File: src/rtl/spi_ctrl_pkg.sv
// ---------------------------------------------------------------------------
// spi_ctrl_pkg
//   Shared definitions for the SPI transfer sequencer:
//     - state_t          : sequencer FSM states
//     - DEF_DATA_W       : default SPI word width
//     - DEF_XFER_CYCLES  : default mclk cycles from start pulse to shift-complete
//     - idx_width()      : width of an index into n requesters (at least 1 bit)
// ---------------------------------------------------------------------------
package spi_ctrl_pkg;

    localparam int DEF_DATA_W      = 8;
    localparam int DEF_XFER_CYCLES = 16;

    typedef enum logic [2:0] {
        ST_IDLE,
        ST_LOAD,
        ST_START,
        ST_WAIT,
        ST_READ,
        ST_CAPT
    } state_t;

    // A single requester still needs a 1-bit index so ports never collapse
    // to zero width.
    function automatic int idx_width(input int n);
        return (n > 1) ? $clog2(n) : 1;
    endfunction

endpackage

File: src/rtl/spi_rr_arbiter.sv
// ---------------------------------------------------------------------------
// spi_rr_arbiter
//   Combinational round-robin arbiter. Starting one position after ptr and
//   wrapping around, the first requester with req set wins.
//   Ports:
//     req    in  NREQ   pending requests
//     ptr    in  IDX_W  last requester served (search starts at ptr+1)
//     grant  out NREQ   one-hot grant (all zero when no request)
//     idx    out IDX_W  index of the granted requester
//     found  out 1      some requester was granted
// ---------------------------------------------------------------------------
module spi_rr_arbiter
    import spi_ctrl_pkg::*;
#(
    parameter  int NREQ  = 2,
    localparam int IDX_W = idx_width(NREQ)
) (
    input  logic [NREQ-1:0]  req,
    input  logic [IDX_W-1:0] ptr,
    output logic [NREQ-1:0]  grant,
    output logic [IDX_W-1:0] idx,
    output logic             found
);

    // Candidate position for search step off (1..NREQ) relative to base.
    function automatic int wrap_idx(input int base, input int off);
        return (base + off) % NREQ;
    endfunction

    always_comb begin
        // NOTE: every output gets a default before the search loop so no path
        // through the block leaves a value unassigned, which would infer a latch.
        grant = '0;
        idx   = '0;
        found = 1'b0;
        // Offset NREQ lands back on ptr itself, so the last-served requester
        // is only picked when nobody else is asking. With NREQ=1 this reduces
        // to a fixed grant of requester 0.
        for (int k = 1; k <= NREQ; k++) begin
            if (!found && req[wrap_idx(int'(ptr), k)]) begin
                found                        = 1'b1;
                grant[wrap_idx(int'(ptr), k)] = 1'b1;
                idx                          = IDX_W'(wrap_idx(int'(ptr), k));
            end
        end
    end

endmodule

File: src/rtl/spi_xfer_sequencer.sv
// ---------------------------------------------------------------------------
// spi_xfer_sequencer
//   Runs complete SPI exchanges on a master/slave shift-register core on
//   behalf of NREQ requesters, one transaction at a time:
//     IDLE -> LOAD -> START -> WAIT (XFER_CYCLES) -> READ -> CAPT -> IDLE
//   Requesters are served round-robin; the response pulses on rsp_valid of
//   the owning requester in the cycle after CAPT.
//   Ports:
//     mclk, reset                    clock, async active-low reset
//     req_valid/req_ready            per-requester handshake (ready one-hot, IDLE only)
//     req_mdata/req_sdata            packed words, slice i = [i*DATA_W +: DATA_W]
//     rsp_valid                      one-cycle pulse to the owner, no backpressure
//     rsp_mdata/rsp_sdata            core results captured for the last transaction
//     busy                           high whenever the FSM is not in IDLE
//     load_*/start/read_*            one-cycle control pulses to the core
//     data_in_master/data_in_slave   latched words presented to the core
//     data_out_master/data_out_slave results returned by the core
// ---------------------------------------------------------------------------
module spi_xfer_sequencer
    import spi_ctrl_pkg::*;
#(
    parameter int NREQ        = 2,
    parameter int DATA_W      = DEF_DATA_W,
    parameter int XFER_CYCLES = DEF_XFER_CYCLES
) (
    input  logic                   mclk,
    input  logic                   reset,

    input  logic [NREQ-1:0]        req_valid,
    output logic [NREQ-1:0]        req_ready,
    input  logic [NREQ*DATA_W-1:0] req_mdata,
    input  logic [NREQ*DATA_W-1:0] req_sdata,

    output logic [NREQ-1:0]        rsp_valid,
    output logic [DATA_W-1:0]      rsp_mdata,
    output logic [DATA_W-1:0]      rsp_sdata,

    output logic                   busy,

    output logic                   load_master,
    output logic                   load_slave,
    output logic                   start,
    output logic                   read_master,
    output logic                   read_slave,
    output logic [DATA_W-1:0]      data_in_master,
    output logic [DATA_W-1:0]      data_in_slave,
    input  logic [DATA_W-1:0]      data_out_master,
    input  logic [DATA_W-1:0]      data_out_slave
);

    localparam int IDX_W = idx_width(NREQ);
    // Sized to hold XFER_CYCLES so the WAIT increment can never wrap.
    localparam int CNT_W = $clog2(XFER_CYCLES + 1);
    localparam logic [CNT_W-1:0] CNT_LAST = CNT_W'(XFER_CYCLES - 1);

    state_t           state;
    logic [IDX_W-1:0] rr_ptr;
    logic [NREQ-1:0]  owner_grant;
    logic [CNT_W-1:0] count;

    // Master and slave always load/read together, so one register drives both.
    logic             load_q;
    logic             read_q;

    logic [NREQ-1:0]  grant;
    logic [IDX_W-1:0] grant_idx;
    logic             grant_found;

    spi_rr_arbiter #(.NREQ(NREQ)) u_arb (
        .req   (req_valid),
        .ptr   (rr_ptr),
        .grant (grant),
        .idx   (grant_idx),
        .found (grant_found)
    );

    // Ready is offered only while IDLE; elsewhere requesters simply hold.
    assign req_ready   = (state == ST_IDLE) ? grant : '0;

    assign load_master = load_q;
    assign load_slave  = load_q;
    assign read_master = read_q;
    assign read_slave  = read_q;

    // Control pulses are set on the transition into the state they belong
    // to, so each is a flop output that is high for exactly that state.
    always_ff @(posedge mclk or negedge reset) begin
        if (!reset) begin
            state          <= ST_IDLE;
            rr_ptr         <= IDX_W'(NREQ - 1);
            owner_grant    <= '0;
            count          <= '0;
            load_q         <= 1'b0;
            start          <= 1'b0;
            read_q         <= 1'b0;
            busy           <= 1'b0;
            rsp_valid      <= '0;
            rsp_mdata      <= '0;
            rsp_sdata      <= '0;
            data_in_master <= '0;
            data_in_slave  <= '0;
        end else begin
            // NOTE: non-blocking assignments throughout, so every register
            // samples pre-edge values and the default clears below are
            // cleanly overridden by the later case branch.
            load_q    <= 1'b0;
            start     <= 1'b0;
            read_q    <= 1'b0;
            rsp_valid <= '0;

            case (state)
                ST_IDLE: begin
                    if (grant_found) begin
                        data_in_master <= req_mdata[int'(grant_idx)*DATA_W +: DATA_W];
                        data_in_slave  <= req_sdata[int'(grant_idx)*DATA_W +: DATA_W];
                        owner_grant    <= grant;
                        rr_ptr         <= grant_idx;
                        load_q         <= 1'b1;
                        busy           <= 1'b1;
                        state          <= ST_LOAD;
                    end
                end

                ST_LOAD: begin
                    start <= 1'b1;
                    count <= '0;
                    state <= ST_START;
                end

                ST_START: begin
                    state <= ST_WAIT;
                end

                // count runs 0..XFER_CYCLES-1 here, giving exactly
                // XFER_CYCLES WAIT cycles.
                ST_WAIT: begin
                    count <= count + 1'b1;
                    if (count == CNT_LAST) begin
                        read_q <= 1'b1;
                        state  <= ST_READ;
                    end
                end

                ST_READ: begin
                    state <= ST_CAPT;
                end

                // The core updated data_out on the READ edge; sample it now
                // and pulse the owner in the following (IDLE) cycle.
                ST_CAPT: begin
                    rsp_mdata <= data_out_master;
                    rsp_sdata <= data_out_slave;
                    rsp_valid <= owner_grant;
                    busy      <= 1'b0;
                    state     <= ST_IDLE;
                end

                default: begin
                    busy  <= 1'b0;
                    state <= ST_IDLE;
                end
            endcase
        end
    end

endmodule

File: config.mk
export PLATFORM = sky130hd
export DESIGN_NAME = spi_xfer_sequencer
export DESIGN_NICKNAME = d
export VERILOG_FILES = /design/src/rtl/spi_ctrl_pkg.sv /design/src/rtl/spi_rr_arbiter.sv /design/src/rtl/spi_xfer_sequencer.sv
export SDC_FILE = /design/constraint.sdc
export NUM_CORES = 1
export LEC_CHECK = 0
export CORE_ASPECT_RATIO = 0.8
export CORE_UTILIZATION = 35
export CTS_CLUSTER_DIAMETER = 150
export DETAILED_ROUTE_END_ITERATION = 8
export PLACE_DENSITY = 0.81
export SYNTH_ARGS = -nofsm -noshare
export SYNTH_HDL_FRONTEND = slang
export SYNTH_SLANG_ARGS = --single-unit
export TNS_END_PERCENT = 10
File: constraint.sdc
create_clock -name mclk -period 2.5 [get_ports mclk]
set_clock_uncertainty 0.1 [all_clocks]
set_input_delay 0.375 -clock mclk [delete_from_list [all_inputs] [get_ports mclk]]
set_output_delay 0.375 -clock mclk [all_outputs]
set_load 0.03 [all_outputs]
==> results of run 1 <==
-- cell families after synthesis --
family | Yosys count | share of synthesized area (%)
muxes | 16 | 8.69
and+or+nand+nor | 51 | 13.6
buffers and inverters | 18 | 4.95
adders and majority gates | 2 | 1.21
DFF | 49 | 59.2
AOI/OAI and AO/OA | 27 | 12.3
-- final timing paths --
kind                                 from               end  slack [ps]
max                              state[1]      req_ready[0]         190
min                        owner_grant[1]    owner_grant[1]         380
max reg2reg                      state[0]  data_in_slave[3]         200
min reg2reg                owner_grant[1]    owner_grant[1]         380
max in group asynchronous           reset      rsp_valid[1]        1090
min in group asynchronous           reset      rsp_mdata[3]         470
-- area by class of cell --
class,count,area [um2]
Clock buffer,6,72.6
Sequential cell,49,1230
Inverter,6,22.5
Multi-Input combinational cell,96,743
Timing Repair Buffer,102,991
Tap cell,78,97.6
Clock inverter,2,38.8
Fill cell,489,2390
-- metal layers --
layer / track usage (%) / vias to the layer above / share of wire, %
met5: 0 / - / 0
met1: 21.7 / 821 / 44
met4: 4.84 / 0 / 0.96
li1: - / 782 / -
met2: 27.2 / 52 / 48
met3: 4.55 / 5 / 6.9
-- cells in the final DEF (no fill, tap or decap), drive strengths merged, types with 2 or more instances in the layout --
cell type,count
nand2b,3
a22o,2
inv,6
o21ai,4
and3,2
clkbuf,6
nor2,6
nand3,5
mux2,16
nand2,9
dfrtp,48
o221a,16
ha,2
clkdlybuf4s50,90
nor3,2
nand3b,2
buf,11
nor2b,4
or3,16
-- repair_timing --
action                     in CTS  in global routing
hold buffers                    1                  0
setup endpoints to repair       0                  0
setup buffers                   0                  0
hold endpoints to repair       22                  0
-- per-stage QoR --
step                util (%)  instance area [um2]  hold slack [ps]  worst slack [ps]
finish                  57.2                 3190              381               194
global route            57.2                 3190              409              23.1
CTS                     57.2                 3190              386               176
detailed placement      55.0                 3070              286              78.4
global placement        55.0                 3070              282               154
floorplan                  -                 2070            -20.6               441
-- flip-flops by register name (all words and copies together) (netlist names) --
signal and cells:
busy 1, rsp_sdata 8, rsp_mdata 8, load_master 1
count 5, data_in_master 8, rsp_valid 2, read_master 1
owner_grant 2, start 1, data_in_slave 8, rr_ptr 1
state 3
-- power by group through the flow --
stage	combinational (mW)	clock (mW)	sequential (mW)
finish	1.46	0.562	1.24
global route	1.56	0.611	1.28
floorplan	0.431	0	1.66
detailed placement	1.48	0	1.26
global placement	1.45	0	1.25
CTS	1.48	0.583	1.24
-- critical path: stages, from the launching register on --
cell	delay (ps)
dfrtp_1	380
buf_4	190
or4b_4	650
nor2_1	140
buf_4	160
==> flow_summary.json, run 1 <==
{
  "outcome": "finished, final reports clean",
  "n_antenna_cell": 0,
  "swShare_pct": 35.8,
  "hold_viol_final": 0,
  "worstPathMaxFanout": 20,
  "cellInternalPower_mw": 2.10,
  "async_flop_share_pct": 100,
  "critPathRequiredTime_ps": 2030,
  "final_cells": 339,
  "max_freq_mhz": 434,
  "grt-ovfl-total": 0,
  "rsz0062_at_grt": "no",
  "rows": 24,
  "slew-limit-headroom_pct": 18.8,
  "die_x_um": 88.1,
  "vias_per_cell": 4.90,
  "syn_area_um2": 2070,
  "place.gp.congestion": 0.832,
  "wl_per_cell_um": 14.7,
  "clk_pin_slew_ps": 80,
  "yosys_warnings": 0,
  "clk_latency_ps": 310,
  "place_inst": 330,
  "synthTopCellsByCount": "48 x dfrtp_1, 16 x or3_1, 13 x mux2_2",
  "drt-initial-drc-count": 51,
  "min_period_over_period_pct": 92.2,
  "power_density_nw_per_um2": 1020,
  "comb_power_share_pct": 44.8,
  "dp_hpwl_um": 3710,
  "vias": 1660,
  "synth_edf_count": 0,
  "worstMarginPinSlew_ps": 1220,
  "whs_path_depth": 2,
  "end_kind": "output pin",
  "p_clk_share_pct": 17.2,
  "antenna_found_initial": 0,
  "cts_max_level": 2,
  "tns_ps": 0,
  "ys_types": 31,
  "start_util_pct": 37.1,
  "dieArea_um2": 6240,
  "grt_pass1_wl_um": 7910,
  "root_buffer": "clkbuf_8",
  "grt_usage_pct": 16.6,
  "grt_pass1_vias": 1664,
  "synth_nets": 217,
  "drtAntennaViolNets": 0,
  "worstSetupPathType": "reg -> out",
  "start_kind": "register",
  "port_buffers": 93,
  "total_power_mw": 3.27,
  "syn2layout_area_growth_pct": 54.0,
  "drt_first_pass_iters": 4,
  "synth_area_leader_cell": "dfrtp_1",
  "synth_cells": 163,
  "slew_violations": 0,
  "drive_above_1_share_pct": 16.5,
  "die_h_um": 70.8,
  "synth.area.top_cells": "dfrtp_1 58%, mux2_2 7.1%, o221a_2 4.9%",
  "leakage_nw": 1.33,
  "grt_start_max_net_pins": 27,
  "core-area_um2": 5590,
  "cts.sinks": 49,
  "worstHoldPathType": "reg -> reg",
  "ctsLongestPathBuffers": 2,
  "p_sw_mw": 1.17,
  "worst_r2r_path_depth": 3,
  "drc": 0,
  "peakVddDrop_mv": 0.477,
  "synth_area_per_cell_um2": 12.7,
  "layout_min_cycle_time_ps": 2310,
  "seq_area_frac_synth_pct": 59.2,
  "ys.flop_type": "dfrtp_1",
  "nNetsFinal": 314,
  "maxCapViolations": 0,
  "ys_seq_elements": 49,
  "p_seq_share_pct": 38.0,
  "ios": 94,
  "cts-buffers-inserted": 5,
  "ctsResizeCount": 0,
  "netlist.area_leader.share_pct": 57.9,
  "setup_viol": 0,
  "wl_um": 4990,
  "cts_tree": "done",
  "crit_arrival_ps": 1830,
  "yosysMostFrequentCell": "dfrtp_1"
}
Note: power is estimated with default switching activity, not from simulation.
==> run 2, diff against run 1 <==
Settings changed: PLACE_DENSITY 0.81 to 0.66.
Clock period 2.5 ns to 2.8 ns, I/O delays scaled along.
==> flow_summary.json, run 2 (same netlist as run 1, synthesis figures left out) <==
{
  "maxCapViolations": 0,
  "slew_violations": 0,
  "cpLargestDelayFamily": "buffers and inverters",
  "power_density_nw_per_um2": 881,
  "drt-initial-drc-count": 35,
  "worstMarginPinSlew_ps": 840,
  "worst-path-buf-inv": 2,
  "cts.sinks": 49,
  "core-area_um2": 5590,
  "min_period_over_period_pct": 96.6,
  "slew-limit-headroom_pct": 43.9,
  "post-cts-setup-buffers": 0,
  "layout_setup_ws_ps": 95.1,
  "drt_first_pass_iters": 4,
  "drive_above_1_share_pct": 15.7,
  "root_buffer": "clkbuf_8",
  "syn2layout_area_growth_pct": 53.4,
  "cpMostUsedCell": "clkdlybuf4s50_1",
  "start_kind": "input pin",
  "pre_cts_ws_ps": 87.3,
  "port_buffers": 93,
  "worstPathMaxFanout": 2,
  "drc": 0,
  "leakage_nw": 1.32,
  "layout_common_cells": "91 x clkdlybuf4s50_1, 48 x dfrtp_1, 16 x or3_1",
  "clk_latency_ps": 290,
  "dieArea_um2": 6240,
  "vias": 1594,
  "tns_ps": 0,
  "antenna_found_initial": 0,
  "die_x_um": 88.1,
  "peakVddDrop_mv": 0.354,
  "ctsLongestPathBuffers": 2,
  "rows": 24,
  "cts-buffers-inserted": 5,
  "vias_per_cell": 4.70,
  "grt-ovfl-total": 0,
  "max_freq_mhz": 370,
  "n_antenna_cell": 0,
  "layout_min_cycle_time_ps": 2700,
  "grt_pass1_wl_um": 7270,
  "setup_viol": 0,
  "total_power_mw": 2.80,
  "slowest_stage": "clkdlybuf4s50_1",
  "die_h_um": 70.8,
  "drtAntennaViolNets": 0,
  "slowest_delay_ps": 690,
  "cp_cell_sequence": "clkdlybuf4s50_1 -> or4b_4 -> nor2_1 -> clkdlybuf4s50_1",
  "worstHoldPathType": "reg -> reg",
  "worstSetupPathType": "in -> out",
  "crit_arrival_ps": 2180,
  "end_kind": "output pin",
  "hold_viol_final": 0,
  "ios": 94,
  "final_core_util_pct": 56.9,
  "clk_pin_slew_ps": 90,
  "wl_um": 4580,
  "place.gp.congestion": 0.710,
  "nNetsFinal": 314,
  "start_util_pct": 37.1,
  "critPathRequiredTime_ps": 2280,
  "final_common_cell": "clkdlybuf4s50_1",
  "grt_pass1_vias": 1537,
  "cts_tree": "done",
  "grt_usage_pct": 15.5,
  "wl_per_cell_um": 13.5,
  "outcome": "finished, final reports clean",
  "rsz0062_at_grt": "no",
  "grt_start_max_net_pins": 50,
  "cts_max_level": 2,
  "dp_hpwl_um": 3210
}
[run 2: power by group]
group	internal, mW	total, mW	switching [mW]
clock network	0.177	0.401	0.224
registers	0.963	1.11	0.146
logic	0.640	1.29	0.652
[run 2: area by class of cell]
class	instances	area (um2)
fillers	521	2400
flip-flops and latches	49	1230
repair buffers	102	1010
multi-input cells	96	743
well taps	78	97.6
clock buffers	7	76.3
inverters	6	22.5
clock inverters	1	7.51
[run 2: worst min-delay path, cell delays in order (launching register included)]
cell and delay, ps:
dfrtp_1 350, nand2_1 50, nand2_1 50
[run 2: metrics by stage]
stage | cells | hold slack [ps] | cell area [um2]
after global placement | 330 | 330 | 3090
after CTS | 339 | 387 | 3180
after global routing | 339 | 409 | 3180
final | 339 | 380 | 3180
after detailed placement | 330 | 327 | 3090
after floorplan | 163 | 24.4 | 2070
[run 2: worst paths after layout]
kind                           startpoint              to  slack, ps  cells past startpoint
hold / removal             owner_grant[1]  owner_grant[1]        380                      2
setup reg to reg                 state[1]    rsp_mdata[5]        800                      3
min in group asynchronous           reset    rsp_sdata[0]        520                      3
setup / recovery             req_valid[0]    req_ready[0]        100                      4
max in group asynchronous           reset          rr_ptr       1790                      3
hold reg to reg            owner_grant[1]  owner_grant[1]        380                      2
[run 2: what timing repair did]
action / 4_1_cts / 5_1_grt
hold endpoints to repair: 19 / 0
resized for setup: 0 / 0
hold buffers: 1 / 0
[run 2: routing by layer]
layer / up-vias / part of all wire, % / GRT usage, %
li1: 789 / - / -
met3: 5 / 7.7 / 4.78
met2: 57 / 43 / 23.2
met1: 743 / 48 / 21.1
met5: - / 0 / 0
met4: 0 / 1.2 / 5.91
==> run 3, diff against run 2 <==
Settings changed: ABC_CLOCK_PERIOD_IN_PS set to 2800.
==> results of run 3 <==
Same layout as run 2: the final DEF is identical, and so are final timing and power.
